--- config.mk ---
export PLATFORM = sky130hd
export DESIGN_NAME = fir_stream_driver
export DESIGN_NICKNAME = d
export VERILOG_FILES = /design/src/rtl/fir_pkg.sv /design/src/rtl/fir_coef_bank.sv /design/src/rtl/fir_stream_driver.sv
export SDC_FILE = /design/constraint.sdc
export NUM_CORES = 1
export LEC_CHECK = 0
export ABC_AREA = 1
export CAP_MARGIN = 20
export CORE_MARGIN = 2
export CORE_UTILIZATION = 35
export CTS_CLUSTER_DIAMETER = 40
export DETAILED_ROUTE_END_ITERATION = 8
export GPL_TIMING_DRIVEN = 0
export PLACE_DENSITY = 0.51
export SLEW_MARGIN = 15
export SYNTH_ARGS = -nofsm -noshare
export SYNTH_HDL_FRONTEND = slang
export SYNTH_SLANG_ARGS = --single-unit
--- constraint.sdc ---
create_clock -name clock -period 2.7 [get_ports clock]
set_input_delay 0.405 -clock clock [delete_from_list [all_inputs] [get_ports clock]]
set_output_delay 0.405 -clock clock [all_outputs]
set_load 0.05 [all_outputs]
--- src/rtl/fir_pkg.sv ---
// Shared definitions for the FIR load-side sequencer and its filter core.
// FILL collects taps, START/BURST stream them, DATA streams samples, STOP_WAIT drains.
package fir_pkg;

  typedef enum logic [2:0] {
    FILL      = 3'd0,
    START     = 3'd1,
    BURST     = 3'd2,
    DATA      = 3'd3,
    STOP_WAIT = 3'd4
  } fir_state_e;

  localparam int STOP_WAIT_CYCLES = 3;

  localparam int FIR_LENGTH     = 20;
  localparam int FIR_DATA_WIDTH = 18;
  localparam int FIR_CNT_WIDTH  = 16;

endpackage

--- src/rtl/fir_coef_bank.sv ---
// Coefficient register file: one write port filled from upstream, one indexed read port
// feeding the coefficient burst.
module fir_coef_bank
  import fir_pkg::*;
#(
  parameter int LENGTH     = FIR_LENGTH,
  parameter int DATA_WIDTH = FIR_DATA_WIDTH,
  parameter int IDX_W      = $clog2(LENGTH)
) (
  input  logic                  clock,
  input  logic                  wr_en_i,
  input  logic [IDX_W-1:0]      wr_idx_i,
  input  logic [DATA_WIDTH-1:0] wr_data_i,
  input  logic [IDX_W-1:0]      rd_idx_i,
  output logic [DATA_WIDTH-1:0] rd_data_o
);

  logic [DATA_WIDTH-1:0] bank_q [LENGTH];

  always_ff @(posedge clock) begin
    if (wr_en_i) begin
      bank_q[wr_idx_i] <= wr_data_i;
    end
  end

  assign rd_data_o = bank_q[rd_idx_i];

endmodule

--- src/rtl/fir_stream_driver.sv ---
// Transmit-side sequencer for the FIR core load interface: collects a coefficient set,
// bursts it gap-free, then forwards one frame of samples with a stop flag on the last.
module fir_stream_driver
  import fir_pkg::*;
#(
  parameter int LENGTH     = FIR_LENGTH,
  parameter int DATA_WIDTH = FIR_DATA_WIDTH,
  parameter int CNT_WIDTH  = FIR_CNT_WIDTH
) (
  input  logic                  clock,
  input  logic                  reset_n,
  input  logic [DATA_WIDTH-1:0] coef_in_data,
  input  logic                  coef_in_valid,
  output logic                  coef_in_ready,
  input  logic [DATA_WIDTH-1:0] samp_in_data,
  input  logic                  samp_in_valid,
  input  logic                  samp_in_last,
  output logic                  samp_in_ready,
  output logic                  load_coeff_flag,
  output logic                  coeff_set_flag,
  output logic [DATA_WIDTH-1:0] coeff_in,
  output logic                  load_data_flag,
  output logic                  stop_data_load_flag,
  output logic [DATA_WIDTH-1:0] data_in,
  output logic                  busy,
  output logic                  frame_done,
  output logic [CNT_WIDTH-1:0]  sample_count
);

  localparam int IDX_W = $clog2(LENGTH);
  localparam int SW_W  = $clog2(STOP_WAIT_CYCLES);
  localparam logic [IDX_W-1:0] LAST_IDX = IDX_W'(LENGTH - 1);
  localparam logic [SW_W-1:0]  SW_LOAD  = SW_W'(STOP_WAIT_CYCLES - 1);

  fir_state_e            state_q, state_d;
  logic [IDX_W-1:0]      fill_cnt_q, fill_cnt_d;
  logic [IDX_W-1:0]      burst_cnt_q, burst_cnt_d;
  logic [SW_W-1:0]       stop_cnt_q, stop_cnt_d;
  logic                  first_q, first_d;
  logic [CNT_WIDTH-1:0]  sample_count_q, sample_count_d;
  logic [DATA_WIDTH-1:0] data_in_q, data_in_d;
  logic [DATA_WIDTH-1:0] coeff_in_q, coeff_in_d;
  logic                  load_data_flag_q, load_data_flag_d;
  logic                  stop_flag_q, stop_flag_d;
  logic                  coef_in_ready_q, coef_in_ready_d;
  logic                  samp_in_ready_q, samp_in_ready_d;
  logic                  load_coeff_flag_q, load_coeff_flag_d;
  logic                  coeff_set_flag_q, coeff_set_flag_d;
  logic                  busy_q, busy_d;
  logic                  frame_done_q, frame_done_d;
  logic                  bank_we;
  logic [DATA_WIDTH-1:0] bank_rd;

  fir_coef_bank #(
    .LENGTH     (LENGTH),
    .DATA_WIDTH (DATA_WIDTH),
    .IDX_W      (IDX_W)
  ) u_coef_bank (
    .clock     (clock),
    .wr_en_i   (bank_we),
    .wr_idx_i  (fill_cnt_q),
    .wr_data_i (coef_in_data),
    .rd_idx_i  (burst_cnt_d),
    .rd_data_o (bank_rd)
  );

  always_comb begin
    state_d          = state_q;
    fill_cnt_d       = fill_cnt_q;
    burst_cnt_d      = burst_cnt_q;
    stop_cnt_d       = stop_cnt_q;
    first_d          = first_q;
    sample_count_d   = sample_count_q;
    data_in_d        = data_in_q;
    load_data_flag_d = 1'b0;
    stop_flag_d      = 1'b0;
    bank_we          = 1'b0;

    unique case (state_q)
      FILL: begin
        if (coef_in_ready_q && coef_in_valid) begin
          bank_we = 1'b1;
          if (fill_cnt_q == LAST_IDX) begin
            state_d    = START;
            fill_cnt_d = '0;
          end else begin
            fill_cnt_d = fill_cnt_q + 1'b1;
          end
        end
      end
      START: begin
        state_d     = BURST;
        burst_cnt_d = '0;
        first_d     = 1'b1;
      end
      BURST: begin
        if (burst_cnt_q == LAST_IDX) begin
          state_d = DATA;
        end else begin
          burst_cnt_d = burst_cnt_q + 1'b1;
        end
      end
      DATA: begin
        if (samp_in_ready_q && samp_in_valid) begin
          load_data_flag_d = 1'b1;
          data_in_d        = samp_in_data;
          stop_flag_d      = samp_in_last;
          first_d          = 1'b0;
          // The count restarts with the first sample so it holds across the idle gap.
          if (first_q) begin
            sample_count_d = CNT_WIDTH'(1);
          end else if (sample_count_q != {CNT_WIDTH{1'b1}}) begin
            sample_count_d = sample_count_q + 1'b1;
          end
          if (samp_in_last) begin
            state_d    = STOP_WAIT;
            stop_cnt_d = SW_LOAD;
          end
        end
      end
      STOP_WAIT: begin
        if (stop_cnt_q == '0) begin
          state_d    = FILL;
          fill_cnt_d = '0;
        end else begin
          stop_cnt_d = stop_cnt_q - 1'b1;
        end
      end
      default: begin
        state_d = FILL;
      end
    endcase

    coef_in_ready_d   = (state_d == FILL);
    samp_in_ready_d   = (state_d == DATA);
    load_coeff_flag_d = (state_d == START);
    coeff_set_flag_d  = (state_q == BURST) && (state_d == DATA);
    coeff_in_d        = (state_d == BURST) ? bank_rd : '0;
    busy_d            = (state_d != FILL);
    frame_done_d      = (state_d == STOP_WAIT) && (stop_cnt_d == '0);
  end

  always_ff @(posedge clock) begin
    if (!reset_n) begin
      state_q           <= FILL;
      fill_cnt_q        <= '0;
      burst_cnt_q       <= '0;
      stop_cnt_q        <= '0;
      first_q           <= 1'b0;
      sample_count_q    <= '0;
      data_in_q         <= '0;
      coeff_in_q        <= '0;
      load_data_flag_q  <= 1'b0;
      stop_flag_q       <= 1'b0;
      coef_in_ready_q   <= 1'b1;
      samp_in_ready_q   <= 1'b0;
      load_coeff_flag_q <= 1'b0;
      coeff_set_flag_q  <= 1'b0;
      busy_q            <= 1'b0;
      frame_done_q      <= 1'b0;
    end else begin
      state_q           <= state_d;
      fill_cnt_q        <= fill_cnt_d;
      burst_cnt_q       <= burst_cnt_d;
      stop_cnt_q        <= stop_cnt_d;
      first_q           <= first_d;
      sample_count_q    <= sample_count_d;
      data_in_q         <= data_in_d;
      coeff_in_q        <= coeff_in_d;
      load_data_flag_q  <= load_data_flag_d;
      stop_flag_q       <= stop_flag_d;
      coef_in_ready_q   <= coef_in_ready_d;
      samp_in_ready_q   <= samp_in_ready_d;
      load_coeff_flag_q <= load_coeff_flag_d;
      coeff_set_flag_q  <= coeff_set_flag_d;
      busy_q            <= busy_d;
      frame_done_q      <= frame_done_d;
    end
  end

  assign coef_in_ready       = coef_in_ready_q;
  assign samp_in_ready       = samp_in_ready_q;
  assign load_coeff_flag     = load_coeff_flag_q;
  assign coeff_set_flag      = coeff_set_flag_q;
  assign coeff_in            = coeff_in_q;
  assign load_data_flag      = load_data_flag_q;
  assign stop_data_load_flag = stop_flag_q;
  assign data_in             = data_in_q;
  assign busy                = busy_q;
  assign frame_done          = frame_done_q;
  assign sample_count        = sample_count_q;

endmodule

==> results list <==
- Mapped Cells: 1845
- Global route total overflow: 0
* CTS HTree Levels: 3
- Iteration-0 DRC count of the detailed router: 1015
- Walking the worst path, the cells encountered are ha_1 -> nand2_1 -> inv_1 -> nand2_2 -> nand4_1 -> a21oi_4 -> buf_2 -> nand3_1 -> nand3_1 -> nand3_1 -> nand2_1 -> inv_1.
- Max incr delay on CP: 360 ps
- PD cells: 715 nW/um2
- Diode count: 0
* Worst slew margin relative to its limit: 24.1%
- Summing every instance area after synthesis gives 18600 um2.
- Max rail drop VDD: 430 uV
- Drt total wl: 54.9 mm
- The first global-routing pass estimated 82.2 mm of wire.
- Maximum number of pins on one net before global-route repair: 21
- The tool flagged a number of max-cap violations equal to 0.
- Post-route setup TNS: 0 ps
* Crit path capture type: register
- The analysis attributes to cell leakage a power of 9.58 nW.
* Maximum fanout along the worst path: 10
- Antenna Nets Post-Route: 0
- Metal1 wirelength: 24.7 mm
* Post-DR vias/cell: 4.87
- Cell seen most often among critical-path stages: sky130_fd_sc_hd__nand3_1
- Data arrival at the endpoint of the critical path: 3100 ps
* Num CTS Buffers: 70
- The most critical setup path has its startpoint at burst_cnt_q[0].
* Count of unresolved DRC violations after routing: 0
- Top layer used by detailed routing: met4
- Area enclosed by the die boundary: 54900 um2
* Routed vias: 13583
- Reg2reg end: coeff_in[6]
* Tmin final: 2620 ps
* Area taken by flip-flops and latches: 12300 um2
- Library cell contributing the largest single delay on the critical path: sky130_fd_sc_hd__dfxtp_4
- Relative to the synthesized area, the layout overhead comes to 26.4%.
* Antenna violations before repair: 1
- Worst R2R Setup Slack: 80 ps
- TritonCTS built the clock tree.
- The critical path ends at coeff_in[6].
* Effective utilization at floorplan: 35.3%
- Maximum number of buffers from clock root to sink: 3
- After clock tree synthesis, the clock-pin slew on the worst setup and hold paths is 60 ps.
- Row generation in the floorplan step produced 84 rows.
* Min-Delay Path Class: in -> reg
- Mapped Nets: 1892
- Count of state elements after synthesis: 436
* R2r startpoint: burst_cnt_q[0]
* Clock tree skew after final layout: 25.3 ps
* Count of endpoints failing hold in the final timing report: 0
- The via count of the first global-routing pass came to 13164.
- The biggest area contributor in the post-synthesis netlist is sky130_fd_sc_hd__edfxtp_1.
- Routed wire length on met3: 3.54 mm
- The layout has 4924 filler cells.
* Die H: 234 um
* Syn Area/Cell: 10.1 um2
- Hold repair after CTS inserted 0 buffers.
- GRT Total Usage: 20.4%
* Ports: 101
* Multi-input gate area: 4880 um2
- After floorplanning, the core was sized to cover 52600 um2.
- Critical path data required time: 3180 ps
- The final number of max-transition violations came to 0.
* Maximum clock frequency: 382 MHz
- In this run the tool buffered the top-level ports with 100 buffer cells.
- After detailed routing, the average wire length per cell comes to 19.7 um.
- The routed design uses 24.7 mm of met2 wire.
- Unrepaired setup endpoints after global routing: true
* Die outline width: 234 um
- CTS root buf: sky130_fd_sc_hd__clkbuf_16
- Routability congestion estimate: 0.851
- Main area contributors after synthesis: sky130_fd_sc_hd__edfxtp_1 (58%), sky130_fd_sc_hd__nand3_1 (9.2%), sky130_fd_sc_hd__dfxtp_1 (8.2%), sky130_fd_sc_hd__nand2_1 (7.3%), sky130_fd_sc_hd__inv_1 (5.7%)
- Count of cells along the worst register-to-register path: 12
* Yosys synthesis warning count: 0
- Number of distinct library cells after synthesis: 37
- At the end of the flow, the number of nets in the layout was 2093.
* Final-layout worst hold slack: 384 ps
- Proportion of layout cells with a drive suffix above 1: 13.1%
- Detailed-router iteration count before antenna repair: 5
- Clock tree synthesis found a total of 436 sinks.
* Area share of the largest cell type after synthesis: 58.2%
* Transition time of the tightest slew-check pin: 1130 ps
* Final-report setup violation count: 0
- After legalization and detailed placement, the total HPWL measured 36.9 mm.
- Clock latency on the worst-skew pair: 590 ps
- By startpoint and endpoint, the worst setup path is classified as reg -> reg.
- Part of the Yosys area used for sequential elements: 66.4%
* Result of the run: completed
* Period utilisation layout: 97.0%
* Crit path launch type: register
==> sequential cells by signal, indices dropped and copies added (netlist names) <==
register,flops
sample_count,16
fill_cnt_q,5
u_coef_bank.bank_q,360
busy,1
data_in,18
burst_cnt_q,5
stop_data_load_flag,1
coeff_set_flag,1
coef_in_ready,1
stop_cnt_q,2
first_q,1
load_coeff_flag,1
coeff_in,18
load_data_flag,1
state_q,3
samp_in_ready,1
frame_done,1
==> synthesized netlist by cell type <==
master and count:
sky130_fd_sc_hd__nand2_1 362, sky130_fd_sc_hd__edfxtp_1 360, sky130_fd_sc_hd__nand3_1 342, sky130_fd_sc_hd__inv_1 284, sky130_fd_sc_hd__nor2_1 164, sky130_fd_sc_hd__dfxtp_1 76, sky130_fd_sc_hd__o21ai_0 62, sky130_fd_sc_hd__buf_2 41
sky130_fd_sc_hd__clkbuf_1 25, sky130_fd_sc_hd__a21oi_1 23, sky130_fd_sc_hd__o21ai_1 21, sky130_fd_sc_hd__nor3_1 14, sky130_fd_sc_hd__buf_4 10, sky130_fd_sc_hd__inv_2 8, sky130_fd_sc_hd__ha_1 6, sky130_fd_sc_hd__nand2_4 6
sky130_fd_sc_hd__nand4_1 4, sky130_fd_sc_hd__a211oi_1 3, sky130_fd_sc_hd__a31oi_1 3, sky130_fd_sc_hd__buf_1 3, sky130_fd_sc_hd__buf_6 3, sky130_fd_sc_hd__xor2_1 3, sky130_fd_sc_hd__a21oi_2 2, sky130_fd_sc_hd__nand2_2 2
sky130_fd_sc_hd__nand3_4 2, sky130_fd_sc_hd__nor2_2 2, sky130_fd_sc_hd__nor3b_1 2, sky130_fd_sc_hd__o21a_1 2, sky130_fd_sc_hd__o21ai_2 2, sky130_fd_sc_hd__a2bb2oi_1 1, sky130_fd_sc_hd__clkinv_2 1, sky130_fd_sc_hd__nand3_2 1
sky130_fd_sc_hd__nor2_4 1, sky130_fd_sc_hd__nor3_2 1, sky130_fd_sc_hd__nor3b_4 1, sky130_fd_sc_hd__o31ai_1 1, sky130_fd_sc_hd__or2_2 1
==> area by class of cell <==
type                            count  share of cell area, %
Tap cell                          688                   3.67
Buffer                             82                   2.14
Clock buffer                       82                   7.96
Clock inverter                     45                   2.20
Sequential cell                   436                   52.5
Inverter                          293                   4.71
Multi-Input combinational cell   1034                   20.8
Timing Repair Buffer              129                   6.03
==> critical path: cells and delay by family (launching register included) <==
family / cells / cell delay, ps
AO/OA/AOI/OAI: 1 / 320
adder cells (fa/ha/maj): 1 / 220
buffers and inverters: 3 / 410
flip-flops: 1 / 360
AND/OR/NAND/NOR: 7 / 1190
==> through the flow <==
stage	utilization [%]	total power, mW	instances	instance area, um2	setup slack (ps)
detailed placement	39.6	7.86	2653	20800	-570
finish	44.7	16.8	2789	23500	79.8
floorplan	-	7.58	1845	18600	348
global placement	38.9	7.84	2633	20400	-929
CTS	44.2	16.9	2780	23200	12.3
global route	44.7	17.3	2789	23500	-19.7
==> where the power goes <==
group / total, mW / leakage (nW) / internal, mW / switching (mW)
registers: 7.35 / 3.86 / 7.33 / 0.0132
logic: 0.385 / 4.55 / 0.116 / 0.268
clock network: 9.07 / 1.16 / 5.79 / 3.28
total: 16.8 / 9.58 / 13.2 / 3.56
==> logic make-up (layout without fill, tap and decap cells) <==
group / after synthesis / count (layout) / synth area share [%]
buffers and inverters: 375 / 631 / 8.19
AND/OR/NAND/NOR: 905 / 905 / 21.4
flip-flops: 436 / 436 / 66.4
AO/OA/AOI/OAI: 120 / 120 / 3.44
XOR/XNOR: 3 / 3 / 0.142
adder cells (fa/ha/maj): 6 / 6 / 0.404
==> worst min path at each step <==
stage	from	end	slack (ps)	depth (start not counted)
floorplan	first_q	first_q	470	2
global placement	sample_count[4]	sample_count[4]	460	2
detailed placement	sample_count[4]	sample_count[4]	450	2
CTS	samp_in_data[0]	data_in[0]	370	3
global route	samp_in_data[7]	data_in[7]	390	3
finish	coef_in_data[5]	u_coef_bank.bank_q[1][5]	380	1
==> layer usage <==
metal	GRT usage [%]	up-vias
li1	-	6537
met1	28.1	6535
met2	31.5	431
met3	3.60	80
met5	0	-
met4	8.88	0
==> cell usage in the layout (no fill, tap or decap), types with 23 or more instances in the layout <==
cell type,Yosys,routed
sky130_fd_sc_hd__a21oi_1,23,23
sky130_fd_sc_hd__nand3_1,342,333
sky130_fd_sc_hd__o21ai_0,62,62
sky130_fd_sc_hd__clkdlybuf4s50_1,0,96
sky130_fd_sc_hd__inv_1,284,284
sky130_fd_sc_hd__clkbuf_16,0,73
sky130_fd_sc_hd__edfxtp_1,360,360
sky130_fd_sc_hd__buf_2,41,33
sky130_fd_sc_hd__nand2_1,362,361
sky130_fd_sc_hd__dfxtp_1,76,75
sky130_fd_sc_hd__nor2_1,164,144
==> repair_timing <==
| action | 4_1_cts | 5_1_grt |
|---|---|---|
| gates cloned | 0 | 1 |
| setup endpoints to repair | 18 | 18 |
| pin swaps | 0 | 6 |
| resized for setup | 13 | 54 |
| buffers inserted | 0 | 4 |
No activity file was read; power rests on OpenSTA's default activity.
